**src/rtl/charlieplex_pkg.sv**
```systemverilog
// Shared types and constants for the charlieplexed key scanner.
// Pin/key counts, register map, event byte layout, scan FSM states.
package charlieplex_pkg;

  localparam int unsigned NPINS = 7;
  localparam int unsigned NKEYS = 42;

  localparam logic [2:0] ADR_STATUS = 3'd0;
  localparam logic [2:0] ADR_EVENT  = 3'd1;
  localparam logic [2:0] ADR_STABLE = 3'd2;

  localparam logic [7:0] EVT_NONE = 8'hFF;

  typedef struct packed {
    logic       pressed;
    logic       rsvd;
    logic [5:0] key;
  } event_t;

  typedef enum logic [1:0] {
    SETTLE,
    SAMPLE,
    EMIT
  } state_e;

  function automatic logic [NPINS-1:0] pin_onehot(
    input logic [2:0] p
  );
    return NPINS'(1) << p;
  endfunction

endpackage

```
**src/rtl/iWishbone.sv**
```systemverilog
// Minimal single-beat Wishbone-style bus bundle.
// mPeri: peripheral side (stb/we/adr/dat_c in, ack/dat_p out).
interface iWishbone;

  logic        clk;
  logic        rst;
  logic        stb;
  logic        we;
  logic [31:0] adr;
  logic [31:0] dat_c;
  logic        ack;
  logic [31:0] dat_p;

  modport mPeri (
    input  clk, rst, stb, we, adr, dat_c,
    output ack, dat_p
  );

  modport mCtrl (
    input  clk, rst, ack, dat_p,
    output stb, we, adr, dat_c
  );

endinterface

```
**src/rtl/charlieplex_keys_sync_fifo.sv**
```systemverilog
// sync_fifo: single-clock FIFO, sync active-high reset.
// Ports: push_i/din_i, pop_i/dout_o (head), full_o, empty_o, count_o.
module sync_fifo #(
  parameter int unsigned W = 8,
  parameter int unsigned D = 8
) (
  input  logic                 clk_i,
  input  logic                 rst_i,
  input  logic                 push_i,
  input  logic [W-1:0]         din_i,
  input  logic                 pop_i,
  output logic [W-1:0]         dout_o,
  output logic                 full_o,
  output logic                 empty_o,
  output logic [$clog2(D):0]   count_o
);

  localparam int unsigned AW = $clog2(D);
  localparam int unsigned CW = AW + 1;

  logic [W-1:0]  mem_q [D];
  logic [AW-1:0] wr_q;
  logic [AW-1:0] rd_q;
  logic [CW-1:0] cnt_q;
  logic          do_push;
  logic          do_pop;

  assign empty_o = (cnt_q == '0);
  assign full_o  = (cnt_q == CW'(D));
  assign count_o = cnt_q;
  assign dout_o  = mem_q[rd_q];

  // A pop frees the slot, so a push
  // into a full FIFO lands that cycle.
  assign do_pop  = pop_i && !empty_o;
  assign do_push = push_i &&
                   (!full_o || do_pop);

  always_ff @(posedge clk_i) begin
    if (do_push) begin
      mem_q[wr_q] <= din_i;
    end
  end

  always_ff @(posedge clk_i) begin
    if (rst_i) begin
      wr_q  <= '0;
      rd_q  <= '0;
      cnt_q <= '0;
    end else begin
      if (do_push) begin
        wr_q <= wr_q + AW'(1);
      end
      if (do_pop) begin
        rd_q <= rd_q + AW'(1);
      end
      cnt_q <= cnt_q + CW'(do_push)
                     - CW'(do_pop);
    end
  end

endmodule

```
**src/rtl/charlieplex_keys.sv**
```systemverilog
// Charlieplexed 7-pin / 42-key scanner with debounce, event FIFO, bus regs.
// Ports: wb (mPeri), charlieplex_i/_o/_oe; irq_o if CHARLIEPLEX_KEYS_IRQ_EN.
module charlieplex_keys
  import charlieplex_pkg::*;
#(
  parameter int unsigned nClkHz     = 12000000,
  parameter int unsigned nScanHz    = 100000,
  parameter int unsigned nFifoDepth = 8
) (
  iWishbone.mPeri          wb,
  input  logic [NPINS-1:0] charlieplex_i,
  output logic [NPINS-1:0] charlieplex_o,
  output logic [NPINS-1:0] charlieplex_oe
`ifdef CHARLIEPLEX_KEYS_IRQ_EN
  ,
  output logic             irq_o
`endif
);

  localparam int unsigned NSETTLE =
    nClkHz / nScanHz - 8;
  localparam int unsigned CNTW = $clog2(NSETTLE);
  localparam int unsigned FCW =
    $clog2(nFifoDepth) + 1;

  state_e            state_q;
  logic [2:0]        d_q;
  logic [2:0]        sidx_q;
  logic [CNTW-1:0]   cnt_q;
  logic [NPINS-1:0]  samp_q;
  logic [NKEYS-1:0]  raw_q;
  logic [NKEYS-1:0]  stable_q;
  logic [NPINS-1:0]  oe_q;
  logic              ovf_q;
  logic              ack_q;
  logic [31:0]       dat_q;

  logic [2:0]        s_cur;
  logic [5:0]        k_cur;
  logic              bit_new;
  logic              evt_push;
  event_t            evt;

  logic              accept;
  logic [2:0]        adr;
  logic              pop;
  logic              ovf_set;
  logic              ovf_clr;
  logic [7:0]        rdata;
  logic [2:0]        bidx;
  logic [47:0]       stable_ext;

  logic [7:0]        fifo_dout;
  logic              fifo_full;
  logic              fifo_empty;
  logic [FCW-1:0]    fifo_count;

  // Sense index skips the drive pin, so
  // the key offset within a phase is sidx.
  assign s_cur = (sidx_q < d_q) ? sidx_q
                                : sidx_q + 3'd1;
  assign k_cur = 6'(d_q) * 6'd6 + 6'(sidx_q);
  assign bit_new = samp_q[s_cur];

  assign evt_push = (state_q == EMIT) &&
                    (bit_new == raw_q[k_cur]) &&
                    (bit_new != stable_q[k_cur]);

  assign evt = '{pressed: bit_new,
                 rsvd:    1'b0,
                 key:     k_cur};

  assign adr    = wb.adr[2:0];
  assign accept = wb.stb && !ack_q;
  assign pop    = accept && !wb.we &&
                  (adr == ADR_EVENT) &&
                  !fifo_empty;
  assign ovf_clr = accept && wb.we &&
                   (adr == ADR_STATUS) &&
                   wb.dat_c[7];
  // Only a truly dropped event is an overflow.
  assign ovf_set = evt_push && fifo_full && !pop;

  assign stable_ext = {6'b0, stable_q};
  assign bidx = adr - ADR_STABLE;

  always_comb begin
    rdata = '0;
    unique case (1'b1)
      (adr == ADR_STATUS):
        rdata = {ovf_q, 2'b00, 5'(fifo_count)};
      (adr == ADR_EVENT):
        rdata = fifo_empty ? EVT_NONE
                           : fifo_dout;
      default:
        rdata = stable_ext[{bidx, 3'b000} +: 8];
    endcase
  end

  sync_fifo #(
    .W (8),
    .D (nFifoDepth)
  ) u_fifo (
    .clk_i   (wb.clk),
    .rst_i   (wb.rst),
    .push_i  (evt_push),
    .din_i   (evt),
    .pop_i   (pop),
    .dout_o  (fifo_dout),
    .full_o  (fifo_full),
    .empty_o (fifo_empty),
    .count_o (fifo_count)
  );

  always_ff @(posedge wb.clk) begin
    if (wb.rst) begin
      state_q  <= SETTLE;
      d_q      <= '0;
      sidx_q   <= '0;
      cnt_q    <= '0;
      samp_q   <= '0;
      raw_q    <= '0;
      stable_q <= '0;
      oe_q     <= '0;
    end else begin
      unique case (state_q)
        SETTLE: begin
          oe_q <= pin_onehot(d_q);
          if (cnt_q == CNTW'(NSETTLE - 1)) begin
            cnt_q   <= '0;
            state_q <= SAMPLE;
          end else begin
            cnt_q <= cnt_q + CNTW'(1);
          end
        end
        SAMPLE: begin
          samp_q  <= ~charlieplex_i;
          sidx_q  <= '0;
          state_q <= EMIT;
        end
        EMIT: begin
          raw_q[k_cur] <= bit_new;
          if (evt_push) begin
            stable_q[k_cur] <= bit_new;
          end
          if (sidx_q == 3'd5) begin
            sidx_q  <= '0;
            state_q <= SETTLE;
            if (d_q == 3'd6) begin
              d_q  <= '0;
              oe_q <= pin_onehot(3'd0);
            end else begin
              d_q  <= d_q + 3'd1;
              oe_q <= pin_onehot(d_q + 3'd1);
            end
          end else begin
            sidx_q <= sidx_q + 3'd1;
          end
        end
        default: state_q <= SETTLE;
      endcase
    end
  end

  always_ff @(posedge wb.clk) begin
    if (wb.rst) begin
      ack_q <= 1'b0;
      dat_q <= '0;
      ovf_q <= 1'b0;
    end else begin
      ack_q <= accept;
      dat_q <= (accept && !wb.we) ?
               {24'b0, rdata} : '0;
      if (ovf_set) begin
        ovf_q <= 1'b1;
      end else if (ovf_clr) begin
        ovf_q <= 1'b0;
      end
    end
  end

`ifdef CHARLIEPLEX_KEYS_IRQ_EN
  logic irq_q;

  always_ff @(posedge wb.clk) begin
    if (wb.rst) begin
      irq_q <= 1'b0;
    end else begin
      irq_q <= !fifo_empty || ovf_q;
    end
  end

  assign irq_o = irq_q;
`endif

  logic unused_ok;
  assign unused_ok = ^{wb.adr[31:3],
                       wb.dat_c[31:8],
                       wb.dat_c[6:0]};

  assign wb.ack         = ack_q;
  assign wb.dat_p       = dat_q;
  assign charlieplex_o  = '0;
  assign charlieplex_oe = oe_q;

endmodule
```
**src/flat_wrapper.sv**
```systemverilog
// flat-port wrapper written by rule: the top's interface ports become plain ports
module charlieplex_keys_flat import charlieplex_pkg::*;
#(
  parameter int unsigned nClkHz     = 12000000,
  parameter int unsigned nScanHz    = 100000,
  parameter int unsigned nFifoDepth = 8
)
  (charlieplex_i, charlieplex_o, charlieplex_oe, wb_clk, wb_rst, wb_stb, wb_we, wb_adr, wb_dat_c, wb_ack, wb_dat_p);
  iWishbone wb_i ();
  input  logic [NPINS-1:0] charlieplex_i;
  output logic [NPINS-1:0] charlieplex_o;
  output logic [NPINS-1:0] charlieplex_oe;
  input wire logic [$bits(wb_i.clk)-1:0] wb_clk;
  input wire logic [$bits(wb_i.rst)-1:0] wb_rst;
  input wire logic [$bits(wb_i.stb)-1:0] wb_stb;
  input wire logic [$bits(wb_i.we)-1:0] wb_we;
  input wire logic [$bits(wb_i.adr)-1:0] wb_adr;
  input wire logic [$bits(wb_i.dat_c)-1:0] wb_dat_c;
  output wire logic [$bits(wb_i.ack)-1:0] wb_ack;
  output wire logic [$bits(wb_i.dat_p)-1:0] wb_dat_p;
  assign wb_i.clk = wb_clk;
  assign wb_i.rst = wb_rst;
  assign wb_i.stb = wb_stb;
  assign wb_i.we = wb_we;
  assign wb_i.adr = wb_adr;
  assign wb_i.dat_c = wb_dat_c;
  assign wb_ack = wb_i.ack;
  assign wb_dat_p = wb_i.dat_p;
  charlieplex_keys #(.nClkHz(nClkHz), .nScanHz(nScanHz), .nFifoDepth(nFifoDepth)) u_core (.wb(wb_i), .charlieplex_i(charlieplex_i), .charlieplex_o(charlieplex_o), .charlieplex_oe(charlieplex_oe));
endmodule
```
**config.mk**
```make
export PLATFORM = sky130hd
export DESIGN_NAME = charlieplex_keys_flat
export DESIGN_NICKNAME = d
export VERILOG_FILES = /design/src/rtl/charlieplex_pkg.sv /design/src/rtl/iWishbone.sv /design/src/rtl/charlieplex_keys_sync_fifo.sv /design/src/rtl/charlieplex_keys.sv /design/src/flat_wrapper.sv
export SDC_FILE = /design/constraint.sdc
export NUM_CORES = 1
export LEC_CHECK = 0
export CAP_MARGIN = 0
export CORE_ASPECT_RATIO = 1.4
export CORE_MARGIN = 2
export CORE_UTILIZATION = 45
export CTS_CLUSTER_DIAMETER = 120
export DETAILED_ROUTE_END_ITERATION = 16
export PLACE_DENSITY = 0.63
export SLEW_MARGIN = 20
export SYNTH_ARGS = -nofsm -noshare
export SYNTH_HDL_FRONTEND = slang
export SYNTH_SLANG_ARGS = --single-unit
```
**constraint.sdc**
```tcl
create_clock -name wb_clk -period 11.9 [get_ports wb_clk]
set_input_delay 1.785 -clock wb_clk [delete_from_list [all_inputs] [get_ports wb_clk]]
set_output_delay 1.785 -clock wb_clk [all_outputs]
set_load 0.01 [all_outputs]
```
==> flow_summary.ini <==
[worst_setup_path]
critPathMaxFanout = 25
arrival_ns = 5.65
path_common_cell = inv_1
path_buf_inv = 3
critical_path_required_ns = 11.96
slowest_stage = nor3_1
cp-start-kind = flop
crit_chain = inv_1, ha_1, inv_1, fa_1, xnor2_2, inv_2, nand2_1, nor3b_4, a222oi_1, and4_4, nor4_4, o21ai_2, nor3_1
path_delay_family = simple AND/OR/NAND/NOR gates
worstSetupEndpointType = flop
crit_type = reg2reg
slowest_delay_ns = 0.88

[yosys]
async_flop_share_pct = 0
syn_avg_cell_area_um2 = 9.94
syn_area_um2 = 9700
synth.distinct_cells = 63
synth_warnings = 0
synth_cells = 976
ys_seq_area_share_pct = 45.4
synth_edf_count = 56
synth-seq-cells = 192
synth_flop_cell = dfxtp_1

[cts]
cts_buffer_depth = 2
cts_resized = 0
post-cts-setup-buffer-count = 0
tritoncts = built
h-tree-depth = 4
clk_pin_slew_ns = 0.07
clock-sinks = 192
clock_latency_ns = 0.44
cts_root_buffer = clkbuf_16
numCtsBuffers = 17
cts.hold.buffers_added = 0

[sta]
worstMarginPinSlew_ns = 1.10
timing_hold_violations_final = 0
maxSlewHeadroom_pct = 26.4
clock.fmax_mhz = 179
maxSlewViolCount = 0
layout_setup_ws_ns = 6.31
finalSetupViolCount = 0
fin_crit_sh_pct = 47.0
finClkSkew_ns = 0.00942
setup_tns_ns = 0
fin_crit_ns = 5.59
rsz0062_at_grt = false
whs_ns = 0.486

[layout]
finalNonFillerCells = 1247
final_area_um2 = 10700
fill_cells = 1922
post_route_cells_drive_above_1_share_pct = 11.9
antennaDiodeCount = 0
final_cell_mix = 136 x nor2_1, 136 x dfxtp_1, 82 x nand2_1, 74 x nor3_1
nets = 1080
syn_to_final_growth_pct = 10.0
fin_util_pct = 50.4

[pwr]
switching_share_pct = 22.7
p_seq_share_pct = 51.8
internal_power_mw = 1.00
p_leak_nw = 3.75
ir_drop_mv = 0.101
power_frac_comb_pct = 2.6
cellPowerDensity_nw_per_um2 = 121
p_switching_mw = 0.294
power_mw = 1.29
clkPwrFrac_pct = 45.6

[placement]
dp_hpwl_um = 15700
dp.cells = 1215
place.port_buffers = 30
postPlaceCellArea_um2 = 10100
post-place-ws_ns = 6.34
place_congestion = 0.834

[floorplanning]
rows = 63
start_util_pct = 45.8
io_pins = 122
core_area_um2 = 21200
die-area_um2 = 22800
die_w_um = 128
die_h_um = 178

[routing]
vias_per_cell = 5.85
drc = 0
drt_first_pass_iters = 6
drtAntennaViolNets = 0
wl_per_cell_um = 18.7
via_count = 7298
drt_wl_total_um = 23300
drt-initial-drc-count = 660

[grt]
grt_max_degree = 101
overflow = 0
antenna_found_initial = 0
grt_pass1_wl_um = 37200
track_usage_pct = 21.0
grt_pass1_vias = 6901

[run]
maxCapViolCount = 0

[hold_path]
hp-class = reg2reg

[outcome]
status = finished clean
Yosys cell counts (4+ instances only):
cell type	instances	area [um2]
ha_1	28	350
mux2i_1	38	380
o211ai_1	8	60.1
o22ai_1	4	25.0
or3_1	4	25.0
buf_1	8	30.0
mux2_2	16	180
nand3_1	6	30.0
dfxtp_1	136	2720
nor2b_1	6	37.5
nor3_1	74	370
nand2b_1	8	50.1
inv_1	20	75.1
buf_2	9	45.0
xor2_1	6	52.6
a21oi_1	56	280
a31oi_1	42	263
xnor2_1	5	43.8
edfxtp_1	56	1680
buf_4	33	248
o21ai_0	16	80.1
a211oi_1	13	97.6
a21o_1	4	30.0
nand4_1	5	31.3
mux4_2	39	878
nand2_1	82	308
clkbuf_1	51	191
nor2_1	136	510
a311oi_1	11	96.3
final timing paths:
path	cells past startpoint	slack, ns	end	from
worst max-delay path	13	6.31	u_core.u_fifo.mem_q[6][4]	u_core.d_q[1]
worst min-delay path	2	0.49	u_core.raw_q[10]	u_core.raw_q[10]
worst max register to register	13	6.31	u_core.u_fifo.mem_q[6][4]	u_core.d_q[1]
worst min register to register	2	0.49	u_core.raw_q[10]	u_core.raw_q[10]
sequential cells by signal (all words and copies together) (netlist names), named ones only:
signal,count
u_core.u_fifo.mem_q,56
u_core.raw_q,42
u_core.stable_q,42
u_core.wb.dat_p,8
u_core.charlieplex_oe,7
u_core.cnt_q,7
u_core.samp_q,7
u_core.u_fifo.count_o,4
u_core.d_q,3
u_core.sidx_q,3
u_core.u_fifo.rd_q,3
u_core.u_fifo.wr_q,3
u_core.state_q,2
u_core.ovf_q,1
u_core.wb.ack,1
power by group through the flow:
stage / combinational [mW] / clock (mW) / sequential [mW]
2_1_floorplan: 0.0285 / 0 / 0.686
3_3_place_gp: 0.0328 / 0 / 0.686
3_5_place_dp: 0.0332 / 0 / 0.686
4_1_cts: 0.0333 / 0.602 / 0.671
5_1_grt: 0.0364 / 0.624 / 0.671
6_report: 0.0335 / 0.590 / 0.671
layer usage:
metal	track usage, %	vias to the layer above	part of all wire [%]
li1	-	3498	-
met1	26.4	3497	42
met2	36.4	265	50
met3	2.95	38	5.1
met4	8.56	0	3.0
met5	0	-	0
tightest hold or removal path: stages (launching register included):
cell and delay, ns:
dfxtp_1 0.32, a21oi_1 0.06, nor2_1 0.07
cells by family (layout without fill, tap and decap cells):
kind of cell | Yosys count | count (layout) | synth area share (%)
XOR/XNOR | 13 | 13 | 1.33
buffers and inverters | 122 | 103 | 6.11
multiplexers | 94 | 94 | 14.9
flip-flops | 192 | 192 | 45.4
AND/OR/NAND/NOR | 347 | 347 | 16.3
other | 1 | 31 | 0.0387
adder cells (fa/ha/maj) | 31 | 31 | 4.23
AO/OA/AOI/OAI | 176 | 176 | 11.7
final cells by class:
type | instances | area (um2) | share of cell area, %
Clock buffer | 18 | 429 | 4.02
Multi-Input combinational cell | 692 | 4820 | 45.1
Timing Repair Buffer | 50 | 448 | 4.20
Sequential cell | 192 | 4400 | 41.3
Clock inverter | 14 | 174 | 1.63
Inverter | 21 | 78.8 | 0.738
Tap cell | 260 | 325 | 3.05
No activity file was read; power rests on OpenSTA's default activity.
